--- config.mk ---
export PLATFORM = sky130hd
export DESIGN_NAME = dice_roll_ctrl_flat
export DESIGN_NICKNAME = d
export VERILOG_FILES = /design/src/rtl/dice_pkg.sv /design/src/rtl/dice_roll_ctrl_if.sv /design/src/rtl/btn_debounce.sv /design/src/rtl/dice_roll_ctrl.sv /design/src/flat_wrapper.sv
export SDC_FILE = /design/constraint.sdc
export NUM_CORES = 1
export LEC_CHECK = 0
export CORE_ASPECT_RATIO = 1.1
export CORE_MARGIN = 8
export CORE_UTILIZATION = 55
export DETAILED_ROUTE_END_ITERATION = 8
export PLACE_DENSITY = 0.72
export SLEW_MARGIN = 20
export SYNTH_ARGS = -nofsm -noshare
export SYNTH_HDL_FRONTEND = slang
export SYNTH_SLANG_ARGS = --single-unit
export TNS_END_PERCENT = 5
--- constraint.sdc ---
create_clock -name clk -period 2.82 [get_ports clk]
set_clock_uncertainty 0.15 [all_clocks]
set_input_delay 0.564 -clock clk [delete_from_list [all_inputs] [get_ports clk]]
set_output_delay 0.564 -clock clk [all_outputs]
set_load 0.01 [all_outputs]
--- src/rtl/dice_pkg.sv ---
// dice_pkg: shared definitions for the dice-roll controller.
//   - die codes (0..5, same order as the button bits)
//   - controller FSM state encoding
//   - default parameter values
//   - lowest_set(): priority pick of the lowest-index set bit
package dice_pkg;

  localparam int NUM_BTN = 6;

  localparam int DEF_DEBOUNCE_CYCLES = 328;    // ~10 ms at 32768 Hz
  localparam int DEF_SETTLE_STEPS    = 8;
  localparam int DEF_SHOW_CYCLES     = 65536;  // 2 s at 32768 Hz

  typedef logic [2:0] die_code_t;

  localparam die_code_t DIE_D4   = 3'd0;
  localparam die_code_t DIE_D6   = 3'd1;
  localparam die_code_t DIE_D8   = 3'd2;
  localparam die_code_t DIE_D10  = 3'd3;
  localparam die_code_t DIE_D20  = 3'd4;
  localparam die_code_t DIE_D100 = 3'd5;

  typedef enum logic [1:0] {
    ST_IDLE,
    ST_ROLLING,
    ST_SETTLING,
    ST_SHOW
  } state_t;

  // Lowest-index set bit wins (D4 has the highest priority).
  function automatic die_code_t lowest_set(input logic [NUM_BTN-1:0] v);
    die_code_t code;
    code = DIE_D4;
    for (int i = NUM_BTN - 1; i >= 0; i--) begin
      if (v[i]) code = die_code_t'(i);
    end
    return code;
  endfunction

endpackage

--- src/rtl/dice_roll_ctrl_if.sv ---
// dice_roll_ctrl_if: button/enable inputs and counter-control outputs of the
// dice-roll controller.
//   btn     : raw die-select buttons (bit 0 = D4 ... bit 5 = D100)
//   ena     : design enable
//   die_sel : granted die code, stable for the whole roll
//   load    : one-cycle strobe, counter loads the die maximum
//   tick    : one-cycle decrement strobe
//   busy    : roll in progress (rolling or settling)
//   show    : result display enable
// master drives the buttons/enable, slave is the controller.
interface dice_roll_ctrl_if;
  import dice_pkg::*;

  logic [NUM_BTN-1:0] btn;
  logic               ena;
  die_code_t          die_sel;
  logic               load;
  logic               tick;
  logic               busy;
  logic               show;

  modport master (
    output btn, ena,
    input  die_sel, load, tick, busy, show
  );

  modport slave (
    input  btn, ena,
    output die_sel, load, tick, busy, show
  );

endinterface

--- src/rtl/btn_debounce.sv ---
// btn_debounce: one button input conditioner.
//   clk, rst_n : clock, asynchronous active-low reset
//   raw        : asynchronous raw button level
//   level      : debounced level, follows the synchronized input only after
//                it has held a new value for DEBOUNCE_CYCLES consecutive cycles
//   rise       : one-cycle pulse, registered together with a 0->1 level change
module btn_debounce
  import dice_pkg::*;
#(
  parameter int DEBOUNCE_CYCLES = DEF_DEBOUNCE_CYCLES
) (
  input  logic clk,
  input  logic rst_n,
  input  logic raw,
  output logic level,
  output logic rise
);

  localparam int CW = $clog2(DEBOUNCE_CYCLES + 1);
  localparam logic [CW-1:0] CNT_LAST = CW'(DEBOUNCE_CYCLES - 1);

  logic [1:0]    sync_q;  // [0] first stage, [1] synchronized level
  logic [CW-1:0] cnt_q;   // cycles the synced input has differed from level

  // NOTE: every flop, counters included, is cleared by the asynchronous
  // reset so a mid-roll reset leaves no stale debounce history behind.
  always_ff @(posedge clk or negedge rst_n) begin
    if (!rst_n) begin
      sync_q <= '0;
      cnt_q  <= '0;
      level  <= 1'b0;
      rise   <= 1'b0;
    end else begin
      // NOTE: non-blocking assignments make the two synchronizer stages
      // shift by one flop per edge instead of collapsing into a wire.
      sync_q <= {sync_q[0], raw};
      rise   <= 1'b0;
      if (sync_q[1] == level) begin
        cnt_q <= '0;
      end else if (cnt_q == CNT_LAST) begin
        // This edge is the DEBOUNCE_CYCLES-th consecutive differing sample.
        level <= sync_q[1];
        rise  <= sync_q[1];
        cnt_q <= '0;
      end else begin
        cnt_q <= cnt_q + CW'(1);
      end
    end
  end

endmodule

--- src/rtl/dice_roll_ctrl.sv ---
// dice_roll_ctrl: sequences the two-digit BCD down-counter through a roll.
//   clk, rst_n : 32768 Hz clock, asynchronous active-low reset
//   bus        : slave side of dice_roll_ctrl_if
//                (btn/ena in; die_sel/load/tick/busy/show out, all registered)
// Six debounced buttons feed a priority arbiter; the FSM loads the granted
// die maximum, ticks every cycle while the button is held, then ticks with
// doubling intervals (2, 4, ... 2^SETTLE_STEPS) and finally shows the result
// for SHOW_CYCLES cycles. A press while showing starts a new roll at once.
module dice_roll_ctrl
  import dice_pkg::*;
#(
  parameter int DEBOUNCE_CYCLES = DEF_DEBOUNCE_CYCLES,
  parameter int SETTLE_STEPS    = DEF_SETTLE_STEPS,
  parameter int SHOW_CYCLES     = DEF_SHOW_CYCLES
) (
  input  logic            clk,
  input  logic            rst_n,
  dice_roll_ctrl_if.slave bus
);

  localparam int ICW = SETTLE_STEPS + 1;            // interval counter
  localparam int SCW = $clog2(SETTLE_STEPS + 1);    // settle step counter
  localparam int WCW = $clog2(SHOW_CYCLES + 1);     // show counter

  localparam logic [SCW-1:0] STEP_LAST = SCW'(SETTLE_STEPS);
  localparam logic [WCW-1:0] SHOW_LAST = WCW'(SHOW_CYCLES - 1);

  logic [NUM_BTN-1:0] level;
  logic [NUM_BTN-1:0] rise;

  for (genvar i = 0; i < NUM_BTN; i++) begin : g_db
    btn_debounce #(
      .DEBOUNCE_CYCLES(DEBOUNCE_CYCLES)
    ) u_db (
      .clk  (clk),
      .rst_n(rst_n),
      .raw  (bus.btn[i]),
      .level(level[i]),
      .rise (rise[i])
    );
  end

  state_t         state_q, state_n;
  die_code_t      die_q, die_n;
  logic           load_q, load_n;
  logic           tick_q, tick_n;
  logic           busy_q, show_q;
  logic [ICW-1:0] ivl_q, ivl_n, ivl_inc, ivl_target;
  logic [SCW-1:0] step_q, step_n;
  logic [WCW-1:0] show_cnt_q, show_cnt_n;
  logic           granted_held;

  assign granted_held = |(level & (NUM_BTN'(1) << die_q));
  assign ivl_inc      = ivl_q + ICW'(1);
  // Interval before settle tick k+1 is 2^(k+1) cycles, k = ticks done so far.
  assign ivl_target   = ICW'(2) << step_q;

  // NOTE: every variable gets its default at the top of the block, so no
  // path through the case statement can leave one unassigned (no latches).
  always_comb begin
    state_n    = state_q;
    die_n      = die_q;
    load_n     = 1'b0;
    tick_n     = 1'b0;
    ivl_n      = ivl_q;
    step_n     = step_q;
    show_cnt_n = show_cnt_q;

    unique case (state_q)
      ST_IDLE: begin
        if (|rise) begin
          state_n = ST_ROLLING;
          die_n   = lowest_set(rise);
          load_n  = 1'b1;
        end
      end

      ST_ROLLING: begin
        // The edge that leaves ROLLING still issues a tick; that tick is
        // the entry cycle from which the first settle interval counts.
        tick_n = 1'b1;
        if (!granted_held) begin
          state_n = ST_SETTLING;
          ivl_n   = '0;
          step_n  = '0;
        end
      end

      ST_SETTLING: begin
        if (step_q == STEP_LAST) begin
          state_n    = ST_SHOW;
          ivl_n      = '0;
          step_n     = '0;
          show_cnt_n = '0;
        end else if (ivl_inc == ivl_target) begin
          tick_n = 1'b1;
          ivl_n  = '0;
          step_n = step_q + SCW'(1);
        end else begin
          ivl_n = ivl_inc;
        end
      end

      ST_SHOW: begin
        if (|rise) begin
          state_n    = ST_ROLLING;
          die_n      = lowest_set(rise);
          load_n     = 1'b1;
          show_cnt_n = '0;
        end else if (show_cnt_q == SHOW_LAST) begin
          state_n    = ST_IDLE;
          show_cnt_n = '0;
        end else begin
          show_cnt_n = show_cnt_q + WCW'(1);
        end
      end

      default: state_n = ST_IDLE;
    endcase

    // Disable wins over everything; debouncers keep running regardless.
    if (!bus.ena) begin
      state_n    = ST_IDLE;
      load_n     = 1'b0;
      tick_n     = 1'b0;
      ivl_n      = '0;
      step_n     = '0;
      show_cnt_n = '0;
    end

    if (state_n == ST_IDLE) die_n = DIE_D4;
  end

  always_ff @(posedge clk or negedge rst_n) begin
    if (!rst_n) begin
      state_q    <= ST_IDLE;
      die_q      <= DIE_D4;
      load_q     <= 1'b0;
      tick_q     <= 1'b0;
      busy_q     <= 1'b0;
      show_q     <= 1'b0;
      ivl_q      <= '0;
      step_q     <= '0;
      show_cnt_q <= '0;
    end else begin
      state_q    <= state_n;
      die_q      <= die_n;
      load_q     <= load_n;
      tick_q     <= tick_n;
      busy_q     <= (state_n == ST_ROLLING) || (state_n == ST_SETTLING);
      show_q     <= (state_n == ST_SHOW);
      ivl_q      <= ivl_n;
      step_q     <= step_n;
      show_cnt_q <= show_cnt_n;
    end
  end

  assign bus.die_sel = die_q;
  assign bus.load    = load_q;
  assign bus.tick    = tick_q;
  assign bus.busy    = busy_q;
  assign bus.show    = show_q;

endmodule
--- src/flat_wrapper.sv ---
// flat-port wrapper written by rule: the top's interface ports become plain ports
module dice_roll_ctrl_flat import dice_pkg::*;
#(
  parameter int DEBOUNCE_CYCLES = DEF_DEBOUNCE_CYCLES,
  parameter int SETTLE_STEPS    = DEF_SETTLE_STEPS,
  parameter int SHOW_CYCLES     = DEF_SHOW_CYCLES
)
  (clk, rst_n, bus_btn, bus_ena, bus_die_sel, bus_load, bus_tick, bus_busy, bus_show);
  dice_roll_ctrl_if bus_i ();
  input  logic clk;
  input  logic rst_n;
  input wire logic [$bits(bus_i.btn)-1:0] bus_btn;
  input wire logic [$bits(bus_i.ena)-1:0] bus_ena;
  output wire logic [$bits(bus_i.die_sel)-1:0] bus_die_sel;
  output wire logic [$bits(bus_i.load)-1:0] bus_load;
  output wire logic [$bits(bus_i.tick)-1:0] bus_tick;
  output wire logic [$bits(bus_i.busy)-1:0] bus_busy;
  output wire logic [$bits(bus_i.show)-1:0] bus_show;
  assign bus_i.btn = bus_btn;
  assign bus_i.ena = bus_ena;
  assign bus_die_sel = bus_i.die_sel;
  assign bus_load = bus_i.load;
  assign bus_tick = bus_i.tick;
  assign bus_busy = bus_i.busy;
  assign bus_show = bus_i.show;
  dice_roll_ctrl #(.DEBOUNCE_CYCLES(DEBOUNCE_CYCLES), .SETTLE_STEPS(SETTLE_STEPS), .SHOW_CYCLES(SHOW_CYCLES)) u_core (.clk(clk), .rst_n(rst_n), .bus(bus_i));
endmodule
==> metrics.txt <==
CTS clk-pin slew, worst paths=roughly 50 ps; simple-gate share of the synthesized area=0.2427; first-pass GRT wire length=just under 20000 um; Worst path max stage delay=approximately 530 ps; final wirelength=11360 um; final non-filler cell total=768; start point of the critical path=u_core.step_q[0]; Synth Cell Area=a little under 6000 um^2; Post-Synth Adder-Cell Area=0.04308; row cnt=39; DPL Wire Length=about 7700 um; most frequent cell after synthesis=dfrtp_1; status=complete, but fails checks; synth cell count leaders=dfrtp_1, nor2_1, nand2_1; mux share of post-synthesis cell area=0.01723; static leakage=about 3 nW; initial antenna violation count=0; Initial Utilization=0.5616; DIE WIDTH=approximately 110 um; sw power=about 0.82 mW; r2r startpoint=u_core.step_q[0]; max-slew violation count=0; endpoints failing setup=0; Synth warnings=0; max-slew headroom at the worst pin=0.6326; drt first pass iters=4; GRT Resource Usage Total=0.1729; clock share of power=0.523; P&R area growth vs syn=16.82%; critical-path maximum fanout=6; Final #Nets=between 600 and 700; Post-synth ARST share=1.000; CTS tree=yes; top-area cell type share of the netlist area=0.5040; die height=123.8 um; Synth Register Bits=around 120; post-synthesis compound-gate area fraction=0.08400; CTS max path bufs=2; placed cells=734; period utilisation layout=0.9706; worst path buffer plus inverter count=0; WP data required=just over 3000 ps; Yosys cell types=between 50 and 60; Avg WL per Cell=14.79 um; cell accounting for the most synthesized area=dfrtp_1; P_int=3.054 mW; Root Buffer=clkbuf_16; I/O pin count=16; cts bufs inserted=17; CP Data Arrival Time=2930 ps; Core ar.=10340 um^2; Final Hold Fails=5; EDFF count, synth=0; peak supply drop=between 0.4 and 0.5 mV; Avg Inst Size Synth=a little over 10 um^2; GRT overflow=0; Setup Crit Path Kind=reg -> reg; post-route ant nets=0; Top FF cell, synth=dfrtp_1; Seq pwr share=0.448; Buffers on Ports=15; Fin Hold WS=-2.110 ps; fraction of layout cells with a size suffix above 1=0.1008; Iteration-0 DRC Markers=between 200 and 250; switch share=0.2108; vias in the first global route=approximately 4200; ant diodes=0; worst skew pair latency=roughly 400 ps; violated checks=negative hold slack; crit end category=register; Synth Instances=576; DRC violations left=0; drt via density=5.559; htree depth=4; Synth Area in XOR/XNOR=0.09067; largest family of logic cells by synthesized area=simple AND/OR/NAND/NOR gates; GP Congestion=between 0.8 and 0.9; Comb pwr share=0.029; Max Cap Viol=0; Via Count=4269; cells along the critical path=ha_1, ha_1, nor2b_2, xnor2_2, or3b_1, nand3b_1, nand2_2, or4_1, nand3_1; setup TNS=0 ps; most frequent CP cell=ha_1; min Tclk post-route=2737 ps; Mapped Nets=between 600 and 700; Pwr Density=between 500 and 600 nW/um^2; largest net degree at the start of global routing=just over 40; family with the most delay on the worst path=simple AND/OR/NAND/NOR gates; Slowest cell on crit path=or4_1; Synth area leaders=dfrtp_1, xor2_1, nor2_1, ha_1, nand2_1; Startpoint Class=register; full die area=roughly 14000 um^2; worst hold-check path type=in -> async; f_max=between 300 and 400 MHz; # clock sinks=around 120; fill cell count=~820; post-synthesis sequential area ratio=0.5040; Tightest Pin Transition=about 550 ps
[final timing paths]
path	slack, ps	cells past startpoint	endpoint
max	80	9	u_core.step_q[3]
min in group clk	200	0	u_core.g_db[4].u_db.sync_q[1]
min	-2	1	u_core.show_cnt_q[0]
max in group asynchronous	1900	2	u_core.g_db[5].u_db.cnt_q[5]
max reg2reg	80	9	u_core.step_q[3]
min reg2reg	200	0	u_core.g_db[4].u_db.sync_q[1]
[cell families (layout without fill, tap and decap cells)]
logic type,count (synthesis),in the layout
DFF,117,117
xor gates and xnor gates,57,57
buffers and inverters,25,74
muxes,8,8
and+or+nand+nor,268,268
AOI/OAI and AO/OA,81,81
adders and majority gates,20,20
[cell type report]
cell class,instances,area [um^2],area share
Sequential cell,117,2928,0.4314
Multi-Input combinational cell,434,2803,0.4130
Clock buffer,25,495.5,0.07301
Inverter,14,52.55,0.007743
Clock inverter,7,71.32,0.01051
Timing Repair Buffer,28,257.7,0.03798
Tap cell,143,178.9,0.02636
[through the flow]
| step | util | setup slack (ps) | area (um^2) | power, mW |
|---|---|---|---|---|
| 2_1_floorplan | - | 316.9 | 5809 | 1.805 |
| 3_5_place_dp | 0.5971 | 44.59 | 6177 | 1.877 |
| 4_1_cts | 0.6519 | 43.06 | 6744 | 3.915 |
| 5_1_grt | 0.6560 | -24.56 | 6787 | 4.011 |
| 3_3_place_gp | 0.5971 | 196.9 | 6177 | 1.870 |
| 6_report | 0.6560 | 82.91 | 6787 | 3.870 |
[layout by cell type (no fill, tap or decap), types with 9 or more instances in the layout]
master / instances
a21oi_1: 18
and2_1: 18
and3_1: 13
buf_4: 13
clkbuf_16: 17
clkdlybuf4s50_1: 14
dfrtp_1: 117
ha_1: 19
inv_1: 14
nand2_1: 54
nand3_1: 29
nand4_1: 17
nor2_1: 69
nor3b_1: 9
o21ai_0: 36
o31ai_1: 9
xnor2_1: 15
xor2_1: 39
[per-layer routing]
metal / routed length (um) / share of wire / global-route usage / vias up
met1: 4881 / 0.43 / 0.1917 / 2064
met5: 0 / 0 / 0 / -
met3: 399 / 0.035 / 0.04704 / 28
li1: - / - / - / 2096
met2: 5799 / 0.51 / 0.2923 / 81
met4: 281 / 0.025 / 0.1107 / 0
[what timing repair did]
| item | CTS | global route |
|---|---|---|
| pin swaps | 0 | 1 |
| hold buffers | 0 | 0 |
| endpoints found under the setup margin | 1 | 8 |
| gates resized for setup | 1 | 6 |
| buffers inserted | 0 | 2 |
[state kept, by name (all words and copies together), names as in the netlist, 3 cells and up]
register	cells
u_core.g_db.u_db.rise	6
u_core.step_q	4
u_core.g_db.u_db.level	6
u_core.g_db.u_db.sync_q	12
u_core.ivl_q	9
u_core.g_db.u_db.cnt_q	54
u_core.show_cnt_q	17
u_core.bus.die_sel	3
[power groups by stage]
stage	clock network [mW]	logic, mW	registers, mW
floorplan	0	0.0491	1.76
global placement	0	0.112	1.76
detailed placement	0	0.116	1.76
CTS	2.06	0.118	1.73
global route	2.14	0.131	1.73
finish	2.02	0.113	1.73
No activity file was read; power rests on OpenSTA's default activity.
